===== src/rtl/cc3_pkg.sv =====
// Shared types and default address map for the CC3 system controller.
package cc3_pkg;

  typedef enum logic [1:0] {
    EXT_IDLE   = 2'd0,
    EXT_SETUP  = 2'd1,
    EXT_ACCESS = 2'd2,
    EXT_HOLD   = 2'd3
  } ext_state_e;

  localparam logic [3:0]  DEF_BIOS_PAGE  = 4'hF;
  localparam logic [3:0]  DEF_VIDEO_PAGE = 4'hE;
  localparam logic [15:0] DEF_LED_ADDR   = 16'hDFF0;

endpackage


===== src/rtl/cc3_extmem_fsm.sv =====
// External memory strobe sequencer: SETUP -> ACCESS (WAIT_STATES+1) -> HOLD,
// one access per CPU bus cycle, with a read latch for the returned byte.
module cc3_extmem_fsm
  import cc3_pkg::*;
#(
  parameter int WAIT_STATES = 1
) (
  input  logic       clk_i,
  input  logic       reset_n_i,
  input  logic       req,
  input  logic       wr_req,
  input  logic       cpu_ce,
  input  logic [7:0] ext_data_i,
  output logic       idle,
  output logic       cen_n,
  output logic       oen_n,
  output logic       wen_n,
  output logic       data_oe,
  output logic [7:0] rd_data
);

  ext_state_e state, state_nxt;
  logic [3:0] wait_cnt;
  logic       is_write;
  logic       done;
  logic       last_access;

  assign last_access = (wait_cnt == 4'(WAIT_STATES));

  // NOTE: sequential state uses non-blocking assignments so every register
  // samples the pre-edge values regardless of statement order.
  always_ff @(posedge clk_i or negedge reset_n_i) begin
    if (!reset_n_i) begin
      state    <= EXT_IDLE;
      wait_cnt <= '0;
      is_write <= 1'b0;
      done     <= 1'b0;
      rd_data  <= 8'h00;
    end else begin
      state    <= state_nxt;
      wait_cnt <= (state == EXT_ACCESS) ? wait_cnt + 4'd1 : 4'd0;
      // Direction is frozen when the access launches; write wins over read.
      if (state == EXT_IDLE) is_write <= wr_req;
      if (state == EXT_ACCESS && last_access && !is_write) rd_data <= ext_data_i;
      // done blocks a second access until the CPU finishes its bus cycle.
      if (state == EXT_ACCESS && last_access) done <= 1'b1;
      else if (cpu_ce)                        done <= 1'b0;
    end
  end

  // NOTE: every output gets a default before the case so no latch is inferred.
  always_comb begin
    state_nxt = state;
    idle      = 1'b0;
    cen_n     = 1'b1;
    oen_n     = 1'b1;
    wen_n     = 1'b1;
    data_oe   = 1'b0;
    case (state)
      EXT_IDLE: begin
        idle = 1'b1;
        if (req && !done) state_nxt = EXT_SETUP;
      end
      EXT_SETUP: begin
        cen_n     = 1'b0;
        data_oe   = is_write;
        state_nxt = EXT_ACCESS;
      end
      EXT_ACCESS: begin
        cen_n   = 1'b0;
        data_oe = is_write;
        oen_n   = is_write;
        wen_n   = !is_write;
        if (last_access) state_nxt = EXT_HOLD;
      end
      EXT_HOLD: begin
        cen_n     = 1'b0;
        data_oe   = is_write;
        state_nxt = EXT_IDLE;
      end
      default: state_nxt = EXT_IDLE;
    endcase
  end

endmodule


===== src/rtl/cc3_sysctl.sv =====
// CC3 system controller: CPU clock enable, reset sequencer, address decode,
// LED/bank registers and read mux. Define CC3_SYSCTL_BANK_EN for the bank register.
module cc3_sysctl
  import cc3_pkg::*;
#(
  parameter int          CLK_DIV     = 4,
  parameter int          RST_CYCLES  = 14,
  parameter int          WAIT_STATES = 1,
  parameter int          ADDR_W      = 19,
  parameter logic [3:0]  BIOS_PAGE   = DEF_BIOS_PAGE,
  parameter logic [3:0]  VIDEO_PAGE  = DEF_VIDEO_PAGE,
  parameter logic [15:0] LED_ADDR    = DEF_LED_ADDR
) (
  input  logic              clk_i,
  input  logic              reset_n_i,
  output logic              cpu_ce_o,
  output logic              cpu_reset_o,
  input  logic [15:0]       cpu_addr_i,
  input  logic              cpu_oe_i,
  input  logic              cpu_we_i,
  input  logic [7:0]        cpu_data_i,
  output logic [7:0]        cpu_data_o,
  input  logic [7:0]        bios_data_i,
  input  logic [7:0]        video_data_i,
  output logic              bios_sel_o,
  output logic              video_sel_o,
  output logic [ADDR_W-1:0] ext_addr_o,
  input  logic [7:0]        ext_data_i,
  output logic [7:0]        ext_data_o,
  output logic              ext_data_oe_o,
  output logic              ext_cen_n_o,
  output logic              ext_oen_n_o,
  output logic              ext_wen_n_o,
  output logic [7:0]        leds_o
);

  logic [7:0] div_cnt;
  logic [7:0] rst_cnt;
  logic       div_wrap;
  logic       ext_idle;
  logic       bios_sel, video_sel, led_hit, bank_hit, io_sel, ext_sel;
  logic [7:0] bank_rd;
  logic [7:0] ext_rd;

  always_ff @(posedge clk_i or negedge reset_n_i) begin
    if (!reset_n_i) begin
      rst_cnt     <= 8'd0;
      cpu_reset_o <= 1'b1;
    end else if (cpu_reset_o) begin
      if (rst_cnt == 8'(RST_CYCLES - 1)) cpu_reset_o <= 1'b0;
      else                               rst_cnt     <= rst_cnt + 8'd1;
    end
  end

  // The divider stalls during external accesses, stretching the CPU bus cycle.
  assign div_wrap = (div_cnt == 8'(CLK_DIV - 1));
  assign cpu_ce_o = div_wrap && !cpu_reset_o && ext_idle;

  always_ff @(posedge clk_i or negedge reset_n_i) begin
    if (!reset_n_i)                      div_cnt <= 8'd0;
    else if (!cpu_reset_o && ext_idle)   div_cnt <= div_wrap ? 8'd0 : div_cnt + 8'd1;
  end

  assign bios_sel    = (cpu_addr_i[15:12] == BIOS_PAGE);
  assign video_sel   = (cpu_addr_i[15:12] == VIDEO_PAGE);
  assign led_hit     = (cpu_addr_i == LED_ADDR);
  assign bank_hit    = (cpu_addr_i == LED_ADDR + 16'd1);
  assign io_sel      = led_hit || bank_hit;
  assign ext_sel     = !(bios_sel || video_sel || io_sel);
  assign bios_sel_o  = bios_sel;
  assign video_sel_o = video_sel;

  always_ff @(posedge clk_i or negedge reset_n_i) begin
    if (!reset_n_i)                            leds_o <= 8'h00;
    else if (cpu_ce_o && cpu_we_i && led_hit)  leds_o <= cpu_data_i;
  end

`ifdef CC3_SYSCTL_BANK_EN
  logic [7:0] bank;

  always_ff @(posedge clk_i or negedge reset_n_i) begin
    if (!reset_n_i)                            bank <= 8'h00;
    else if (cpu_ce_o && cpu_we_i && bank_hit) bank <= cpu_data_i;
  end

  // Truncation keeps only the bank bits that fit above the 16-bit CPU address.
  assign ext_addr_o = ADDR_W'({bank, cpu_addr_i});
  assign bank_rd    = bank;
`else
  assign ext_addr_o = ADDR_W'(cpu_addr_i);
  assign bank_rd    = 8'h00;
`endif

  assign ext_data_o = cpu_data_i;

  cc3_extmem_fsm #(
    .WAIT_STATES(WAIT_STATES)
  ) u_ext (
    .clk_i     (clk_i),
    .reset_n_i (reset_n_i),
    .req       (ext_sel && (cpu_oe_i || cpu_we_i)),
    .wr_req    (cpu_we_i),
    .cpu_ce    (cpu_ce_o),
    .ext_data_i(ext_data_i),
    .idle      (ext_idle),
    .cen_n     (ext_cen_n_o),
    .oen_n     (ext_oen_n_o),
    .wen_n     (ext_wen_n_o),
    .data_oe   (ext_data_oe_o),
    .rd_data   (ext_rd)
  );

  always_comb begin
    cpu_data_o = ext_rd;
    if (bios_sel)       cpu_data_o = bios_data_i;
    else if (video_sel) cpu_data_o = video_data_i;
    else if (io_sel)    cpu_data_o = led_hit ? leds_o : bank_rd;
  end

endmodule


===== config.mk =====
export PLATFORM = sky130hd
export DESIGN_NAME = cc3_sysctl
export DESIGN_NICKNAME = d
export VERILOG_FILES = /design/src/rtl/cc3_pkg.sv /design/src/rtl/cc3_extmem_fsm.sv /design/src/rtl/cc3_sysctl.sv
export SDC_FILE = /design/constraint.sdc
export NUM_CORES = 1
export LEC_CHECK = 0
export ABC_CLOCK_PERIOD_IN_PS = 2550
export CAP_MARGIN = 20
export CORE_MARGIN = 2
export CORE_UTILIZATION = 43
export DETAILED_ROUTE_END_ITERATION = 8
export GPL_ROUTABILITY_DRIVEN = 0
export PLACE_DENSITY = 0.86
export SETUP_SLACK_MARGIN = 0.05
export SLEW_MARGIN = 20
export SYNTH_ARGS = -nofsm -noshare
export SYNTH_HDL_FRONTEND = slang
export SYNTH_SLANG_ARGS = --single-unit

===== constraint.sdc =====
create_clock -name clk_i -period 2.55 [get_ports clk_i]
set_input_delay 0.51 -clock clk_i [delete_from_list [all_inputs] [get_ports clk_i]]
set_output_delay 0.51 -clock clk_i [all_outputs]
set_load 0.02 [all_outputs]

* Word-level counts from Yosys, hierarchy flattened
Index checks and enable logic that the tools add are counted.
Storage, ports and cells: register bits 41, latch bits 0, bits in writable memories 0, ROM bits 0, bits of input ports 52, output and inout port bits 51, logic and storage cells 65, memories 0
Cells by class: add/subtract/negate cells 3, multiply operators 0, div/mod/pow operators 0, $lt $le $gt $ge 0, eq/ne operators 12, shift-type cells 0, mux-type cells 18, bitwise operators 1, reductions and logical operators 22
Operators with widths (number):
- 2-to-1 mux 8 bit | 5
- == test 16 bit, second input constant | 2
- adder 8 x 1 -> 8 bit, second input constant | 2
- logical AND 1 bit | 9
- 2-to-1 mux 1 bit | 9
- == test 4 bit, second input constant | 2
- == test 8 x 2 -> 1 bit, second input constant | 1
- == test 8 x 4 -> 1 bit, second input constant | 1
- one-hot mux 2 bit (4 select lines) | 1
- adder 4 x 1 -> 4 bit, second input constant | 1
- == test 2 bit, second input constant | 2
- == test 4 x 1 -> 1 bit, second input constant | 1
- logical NOT 1 bit | 4
- logical OR 1 bit | 4
- 2-to-1 mux 2 bit | 2
- 2-to-1 mux 4 bit | 1
- AND reduction 2 bit | 2
- OR reduction 3 bit | 1
- == test 2 x 1 -> 1 bit, second input constant | 1
- logical NOT 2 bit | 1
- != test 2 x 1 -> 1 bit, second input constant | 1
- != test 2 bit, second input constant | 1
- nonzero test 2 bit | 1
- NOT 1 bit | 1

* Depth between registers and ports, before layout
Gate-level depths: netlist of run 1.
word-level depth 8, depth in mapped cells 7, gate-level depth less buffers 6

* Modules after synthesis
From an unflattened synthesis of run 1, not the netlist that was laid out.
Second synthesis, totals: cell total of the unflattened synthesis 218, area total of the unflattened synthesis 2374.8 sq um
By module, submodules not included:
- cc3_sysctl | times used 1, cells each 164, area each 1644.1 sq um
- cc3_extmem_fsm | times used 1, cells each 54, area each 730.7 sq um

* Worst setup path after synthesis of run 1
OpenSTA, ideal clock, no wires.
path kind input -> output, start input cpu_addr_i[1], end output cpu_data_o[0], data arrival time 2094 ps, slack -54 ps, stages 5, path buffers 1, path through or4b_4 or4_1 buf_2 a21oi_1 o21ai_0
Between the ends: cells in the longest elaborated chain, start to end 5, elaborated cells between the ends (all ways) 7, classes of those cells eq/ne: 2; mux: 4; reduce/logical: 1
RTL lines:
- start: declaration | line cc3_sysctl.sv:18 | input logic [15:0] cpu_addr_i,
- == test 16 bit, on equally long branches | line cc3_sysctl.sv:66, cc3_sysctl.sv:67
- 2-to-1 mux 8 bit / logical OR 1 bit (equally long branches) | line cc3_sysctl.sv:117, cc3_sysctl.sv:68
- 2-to-1 mux 8 bit (*) | line cc3_sysctl.sv:117 | else if (io_sel) cpu_data_o = led_hit ? leds_o : bank_rd;
- 2-to-1 mux 8 bit (*) | line cc3_sysctl.sv:116 | else if (video_sel) cpu_data_o = video_data_i;
- 2-to-1 mux 8 bit (*) | line cc3_sysctl.sv:115 | if (bios_sel) cpu_data_o = bios_data_i;
- end: declaration | line cc3_sysctl.sv:22 | output logic [7:0] cpu_data_o,
Every way passes the cells marked *; elsewhere a longest branch is shown, timed or not.

* Final worst setup path of run 1
start input cpu_addr_i[2], end output cpu_data_o[2]
Same word-level chain as after synthesis.

==> results of run 1 <==
cell families (layout without fill, tap and decap cells):
| kind of cell | count (synthesis) | count (layout) | share of synthesized area [%] |
|---|---|---|---|
| AOI/OAI and AO/OA | 51 | 51 | 13.7 |
| xor gates and xnor gates | 14 | 14 | 5.10 |
| adders and majority gates | 8 | 8 | 4.16 |
| buffers and inverters | 39 | 143 | 10.4 |
| DFF | 41 | 41 | 42.7 |
| muxes | 19 | 19 | 8.85 |
| other | 1 | 3 | 0.156 |
| and+or+nand+nor | 53 | 53 | 14.9 |
Yosys cell counts (all sizes together):
master  count
a32oi       8
and2        3
a21boi      1
nand2       7
nand4b      2
clkinv      1
nor4        2
dfstp       1
o311ai      1
o21a        1
clkbuf      4
nor3b       1
buf        28
nand2b      4
or2         1
a21o        8
a21oi      17
o211ai      1
dfrtp      40
and3        3
or4         3
mux2       18
nand3       6
conb        1
nand3b      1
o221a       1
ha          8
o211a       1
xor2        2
nor2        4
inv         6
o21ai      11
nor2b       5
xnor2      12
or4b        1
o31ai       1
mux2i       1
nand4      10
path summary, 6_finish.rpt:
check,from,to,slack [ns]
hold reg to reg,rst_cnt[6],rst_cnt[6],0.49
min in group clk_i,rst_cnt[6],rst_cnt[6],0.49
setup reg to reg,u_ext.state[0],leds_o[1],0.59
max in group asynchronous,reset_n_i,div_cnt[2],1.66
setup / recovery,cpu_addr_i[2],cpu_data_o[2],-0.18
hold / removal,reset_n_i,rst_cnt[4],0.33
power groups by stage:
| stage | registers [mW] | clock network [mW] | logic, mW |
|---|---|---|---|
| CTS | 0.899 | 0.644 | 1.18 |
| finish | 0.906 | 0.633 | 1.18 |
| global route | 0.925 | 0.682 | 1.27 |
| floorplan | 0.864 | 0 | 0.716 |
| global placement | 0.895 | 0 | 1.10 |
| detailed placement | 0.897 | 0 | 1.14 |
area by class of cell:
class	count	area [sq um]
multi-input cells	148	1240
clock inverters	3	68.8
clock buffers	5	68.8
flip-flops and latches	41	1030
inverters	7	26.3
well taps	72	90.1
repair buffers	128	1220
fillers	399	1690
layout by cell type (no fill, tap or decap), types with 3 or more instances in the layout:
cell / count
nand3_1: 5
o21ai_0: 3
conb_1: 3
inv_1: 6
xnor2_1: 12
dfrtp_1: 40
ha_1: 8
a21o_1: 8
nor2b_1: 5
buf_6: 11
dlygate4sd2_1: 7
nor2_1: 4
buf_4: 27
and3_1: 3
clkbuf_8: 5
buf_2: 3
o21ai_2: 8
a21oi_1: 9
nand2b_1: 4
a21oi_4: 6
mux2_2: 18
dlymetal6s2s_1: 4
nand2_1: 7
nand4_1: 10
and2_1: 3
clkdlybuf4s50_1: 75
a32oi_1: 8
routing by layer:
| layer | vias to the layer above | global-route usage [%] | part of all wire (%) |
|---|---|---|---|
| met1 | 998 | 25.7 | 39 |
| li1 | 1000 | - | - |
| met4 | 0 | 6.32 | 1.6 |
| met2 | 81 | 39.1 | 50 |
| met3 | 14 | 7.50 | 8.6 |
| met5 | - | 0 | 0 |
metrics by stage:
stage               total power, mW  std cells
floorplan                      1.58        228
global placement               1.99        391
detailed placement             2.03        391
CTS                            2.72        404
global route                   2.88        404
finish                         2.72        404
flip-flops by register name, indices dropped and copies added, names as in the netlist:
signal          count
u_ext.done          1
cpu_reset_o         1
u_ext.state         2
u_ext.is_write      1
leds_o              8
rst_cnt             8
u_ext.wait_cnt      4
div_cnt             8
u_ext.rd_data       8
timing repair:
action                     CTS  global route
gates cloned                 0             0
resized for setup           81             7
pin swaps                   19             2
hold buffers                 0             0
setup endpoints to repair   12             9
buffers inserted             5             0
==> results.yml, run 1 <==
status:
  outcome: "complete, but fails checks"
  violations: "negative setup slack"
floorplan:
  initial_core_util_pct: 44.2
  rows: 27
  die-area_sq_um: 6200
  coreArea_sq_um: 5440
  die_w_um: 78.8
  pin_count: 103
  fp.dieH_um: 78.8
pwr:
  seqPwrFrac_pct: 33.3
  p_sw_share_pct: 33.1
  clkPwrFrac_pct: 23.3
  power_density_nw_per_um2: 726
  internal-power_mw: 1.82
  combinationalPowerShare_pct: 43.5
  p_switching_uw: 900
  peakVddDrop_mv: 0.453
  p_leak_nw: 1.69
final_layout:
  post-route-util_pct: 68.9
  diodes: 0
  postLayoutCellArea_sq_um: 3750
  drive_gt1_share_pct: 27.7
  nNetsFinal: 391
  synthToLayoutAreaGrowth_pct: 56.0
clock_tree:
  cts_tree: "yes"
  clock-sinks: 41
  clock_latency_ns: 0.30
  htree_levels: 2
  cts_max_path_buffers: 2
  cts_buffers: 5
  clkTransAtPathRegs_ns: 0.09
  ctsRootBufferMaster: "clkbuf_8"
timing:
  setup_ws_ns: -0.181
  slew_viol_final: 0
  setup_tns_ns: -1.00
  hold_violations: 0
  fmax_mhz: 366
  worst_slew_pin_slew_ns: 0.897
  rsz0062_at_grt: "true"
  finalCriticalPeriod_ns: 2.73
  holdWs_ns: 0.329
  relSlewSlack_pct: 40.2
  final.period_utilization_pct: 107
  clock_skew_ns: 0.0106
  finalSetupViolCount: 8
synthesis:
  synthTopCellsByArea: "dfrtp_1 (42%), buf_4 (8.4%), mux2_2 (8.4%), xnor2_1 (4.4%), ha_1 (4.2%)"
  yosys.area.top_type: "dfrtp_1"
  synth_area_per_cell_sq_um: 10.6
  yosys.area.top_type_share_pct: 41.6
  seq_area_frac_synth_pct: 42.7
  syn_inst: 226
  syn_area_sq_um: 2400
  yosys_warnings: 0
  ys_seq_elements: 41
  ys_types: 40
critical_path:
  worst-setup-path-type: "in -> out"
  crit_family: "simple AND/OR/NAND/NOR gates"
  cp.arrival_ns: 2.22
  path_max_fanout: 5
  crit_buf_inv: 3
  path_depth: 7
  critPathMostFrequentCell: "buf_6"
  cp_cell_sequence: "buf_6 -> or4b_4 -> or4_4 -> buf_12 -> a21oi_4 -> o21ai_2 -> buf_6"
  crit_path_top_delay_cell: "or4b_4"
  endpoint_kind: "primary output"
  cp-start-kind: "input port"
  crit_required_ns: 2.04
  r2r_cells: 7
  max_stage_delay_ns: 0.54
global_routing:
  antenna_found_initial: 0
  grt_max_degree: 42
  first_global_vias: 2127
  grt_usage_pct: 22.2
  grt_pass1_wl_um: 10700
  overflow: 0
routing:
  ant_nets: 0
  routed_wl_um: 6810
  drtIter0Drc: 75
  vias_per_cell: 5.18
  vias: 2093
  drt_first_pass_iters: 4
  wire_per_inst_um: 16.8
  drc_errors: 0
flow_run:
  drv_cap: 0
place:
  dp_slack_ns: -0.873
  io_buffer_count: 99
  dp_hpwl_um: 4990
  postPlaceCellArea_sq_um: 3510
min_path:
  hold_path_class: "in -> async"
No activity file was read; power rests on OpenSTA's default activity.
==> inputs of run 2 (changes only) <==
- CAP_MARGIN: 20 -> 10
==> results of run 2 <==
Final layout, timing and power as in run 1 (identical DEF).
==> inputs of run 3 (changes only) <==
- CORE_ASPECT_RATIO: unset -> 0.9
==> run 3 against run 2 <==
Net effect: the flow still finishes with violations (negative setup slack); wire length is 1.9% lower; sequential share of layout area is 0.53 points higher; fmax grew 1.6%; combinational power barely moved; worst setup slack better by 0.042 ns; core utilization rose by 0.23 points; largest cell class unchanged; highest routed layer unchanged.
==> results.yml, run 3 (synthesis results as in run 1) <==
global_routing:
  grt_pass1_wl_um: 10700
  grtUsageMet1_pct: 27.0
  antenna_found_initial: 0
  grt_usage_pct: 22.0
  first_global_vias: 2104
  grtUsageMet2_pct: 37.5
  overflow: 0
  grt_max_degree: 42
  top_usage_layer: "met2"
  use_met3_pct: 6.25
final_layout:
  nNetsFinal: 389
  postLayoutCellArea_sq_um: 3680
  final_common_cell: "clkdlybuf4s50_1"
  fillCellCount: 391
  synthToLayoutAreaGrowth_pct: 53.0
  drive_gt1_share_pct: 27.3
  final_cell_mix: "clkdlybuf4s50_1 (75), dfrtp_1 (40), buf_4 (24)"
  fin_cells: 397
  diodes: 0
timing:
  worst_slew_pin_slew_ns: 0.891
  finalSetupViolCount: 8
  hold_violations: 0
  finalCriticalPeriod_ns: 2.69
  clock_skew_ns: 0.00112
  setup_tns_ns: -0.907
  rsz0062_at_grt: "true"
  final.period_utilization_pct: 105
  relSlewSlack_pct: 40.6
  slew_viol_final: 0
  fmax_mhz: 372
  holdWs_ns: 0.335
  setup_ws_ns: -0.138
critical_path:
  cp-start-kind: "input port"
  endpoint_kind: "primary output"
  worst-setup-path-type: "in -> out"
  crit_required_ns: 2.04
  path_max_fanout: 5
  cp.arrival_ns: 2.18
min_path:
  hold_path_class: "in -> async"
pwr:
  power_density_nw_per_um2: 689
  p_leak_nw: 1.66
  p_sw_share_pct: 34.4
  seqPwrFrac_pct: 35.6
  fin_total_pwr_mw: 2.53
  combinationalPowerShare_pct: 46.1
  clkPwrFrac_pct: 18.3
  peakVddDrop_mv: 0.441
  p_switching_uw: 872
  internal-power_mw: 1.66
clock_tree:
  ctsRootBufferMaster: "clkbuf_8"
  clock_latency_ns: 0.29
  cts_max_path_buffers: 2
  clkTransAtPathRegs_ns: 0.07
  cts_tree: "yes"
  clock-sinks: 41
  htree_levels: 2
  cts_buffers: 5
routing:
  vias_per_cell: 5.43
  drc_errors: 0
  ant_nets: 0
  drtIter0Drc: 118
  routed_wl_um: 6680
  wire_per_inst_um: 16.8
  drt_first_pass_iters: 4
  vias: 2155
floorplan:
  pin_count: 103
  die-area_sq_um: 6200
  initial_core_util_pct: 45.2
  fp.dieH_um: 74.9
  die_w_um: 82.8
  rows: 25
  coreArea_sq_um: 5320
flow_run:
  drv_cap: 0
status:
  violations: "negative setup slack"
  outcome: "complete, but fails checks"
place:
  dp_hpwl_um: 4970
  postPlaceCellArea_sq_um: 3490
  place_inst: 385
  io_buffer_count: 99
## run 3: cell count changes in the layout (fill, tap and decap cells not counted)
cell            change
clkbuf_8            +2
a21oi_2             +1
clkinv_2            +1
bufinv_16           -2
a21oi_4             -1
buf_4               -3
dlygate4sd2_1       +1
inv_6               -1
dlymetal6s2s_1      -1
buf_2               +1
## run 3: per-stage QoR
step,utilization [%],setup slack (ns)
6_report,69.2,-0.138
5_1_grt,69.2,-0.184
4_1_cts,68.9,-0.143
3_5_place_dp,65.7,-0.830
3_3_place_gp,65.7,-0.809
2_1_floorplan,-,0.137
## run 3: final timing paths
check | depth (start not counted) | slack, ns | start | end
max | 7 | -0.14 | cpu_addr_i[2] | cpu_data_o[7]
min | 1 | 0.34 | reset_n_i | rst_cnt[1]
max reg2reg | 5 | 0.55 | div_cnt[4] | leds_o[6]
min reg2reg | 1 | 0.50 | rst_cnt[7] | rst_cnt[7]
max in group asynchronous | 1 | 1.66 | reset_n_i | leds_o[6]
min in group clk_i | 1 | 0.50 | rst_cnt[7] | rst_cnt[7]
## run 3: area by class of cell
type / count / area [sq um] / share of cell area [%]
multi-input combinational: 148 / 1240 / 33.6
timing repair buffer: 126 / 1200 / 32.7
sequential: 41 / 1030 / 27.9
clock buffer: 7 / 96.3 / 2.62
tap: 67 / 83.8 / 2.28
inverter: 7 / 26.3 / 0.715
clock inverter: 1 / 5.00 / 0.136
## run 3: timing repair
item | CTS | global route
setup buffers | 4 | 0
pin swaps | 20 | 3
gates resized for setup | 83 | 4
setup endpoints to repair | 11 | 8
hold buffers | 0 | 0
gates cloned | 0 | 0
## run 3: per-layer routing
metal,wire (um),up-vias
li1,-,1009
met1,2740,1044
met2,3330,91
met3,469,11
met4,131,0
met5,0,-
## run 3: critical path, stage by stage
cell     delay (ns)
buf_6          0.09
or4b_4         0.53
or4_4          0.53
buf_12         0.17
a21oi_4        0.14
o21ai_2        0.07
buf_6          0.13
## run 3: power groups by stage
stage	clock network [mW]	registers [mW]	logic (mW)
after floorplan	0	0.864	0.716
after global placement	0	0.894	1.10
after detailed placement	0	0.897	1.13
after CTS	0.481	0.902	1.18
after global routing	0.505	0.917	1.26
final	0.463	0.902	1.17
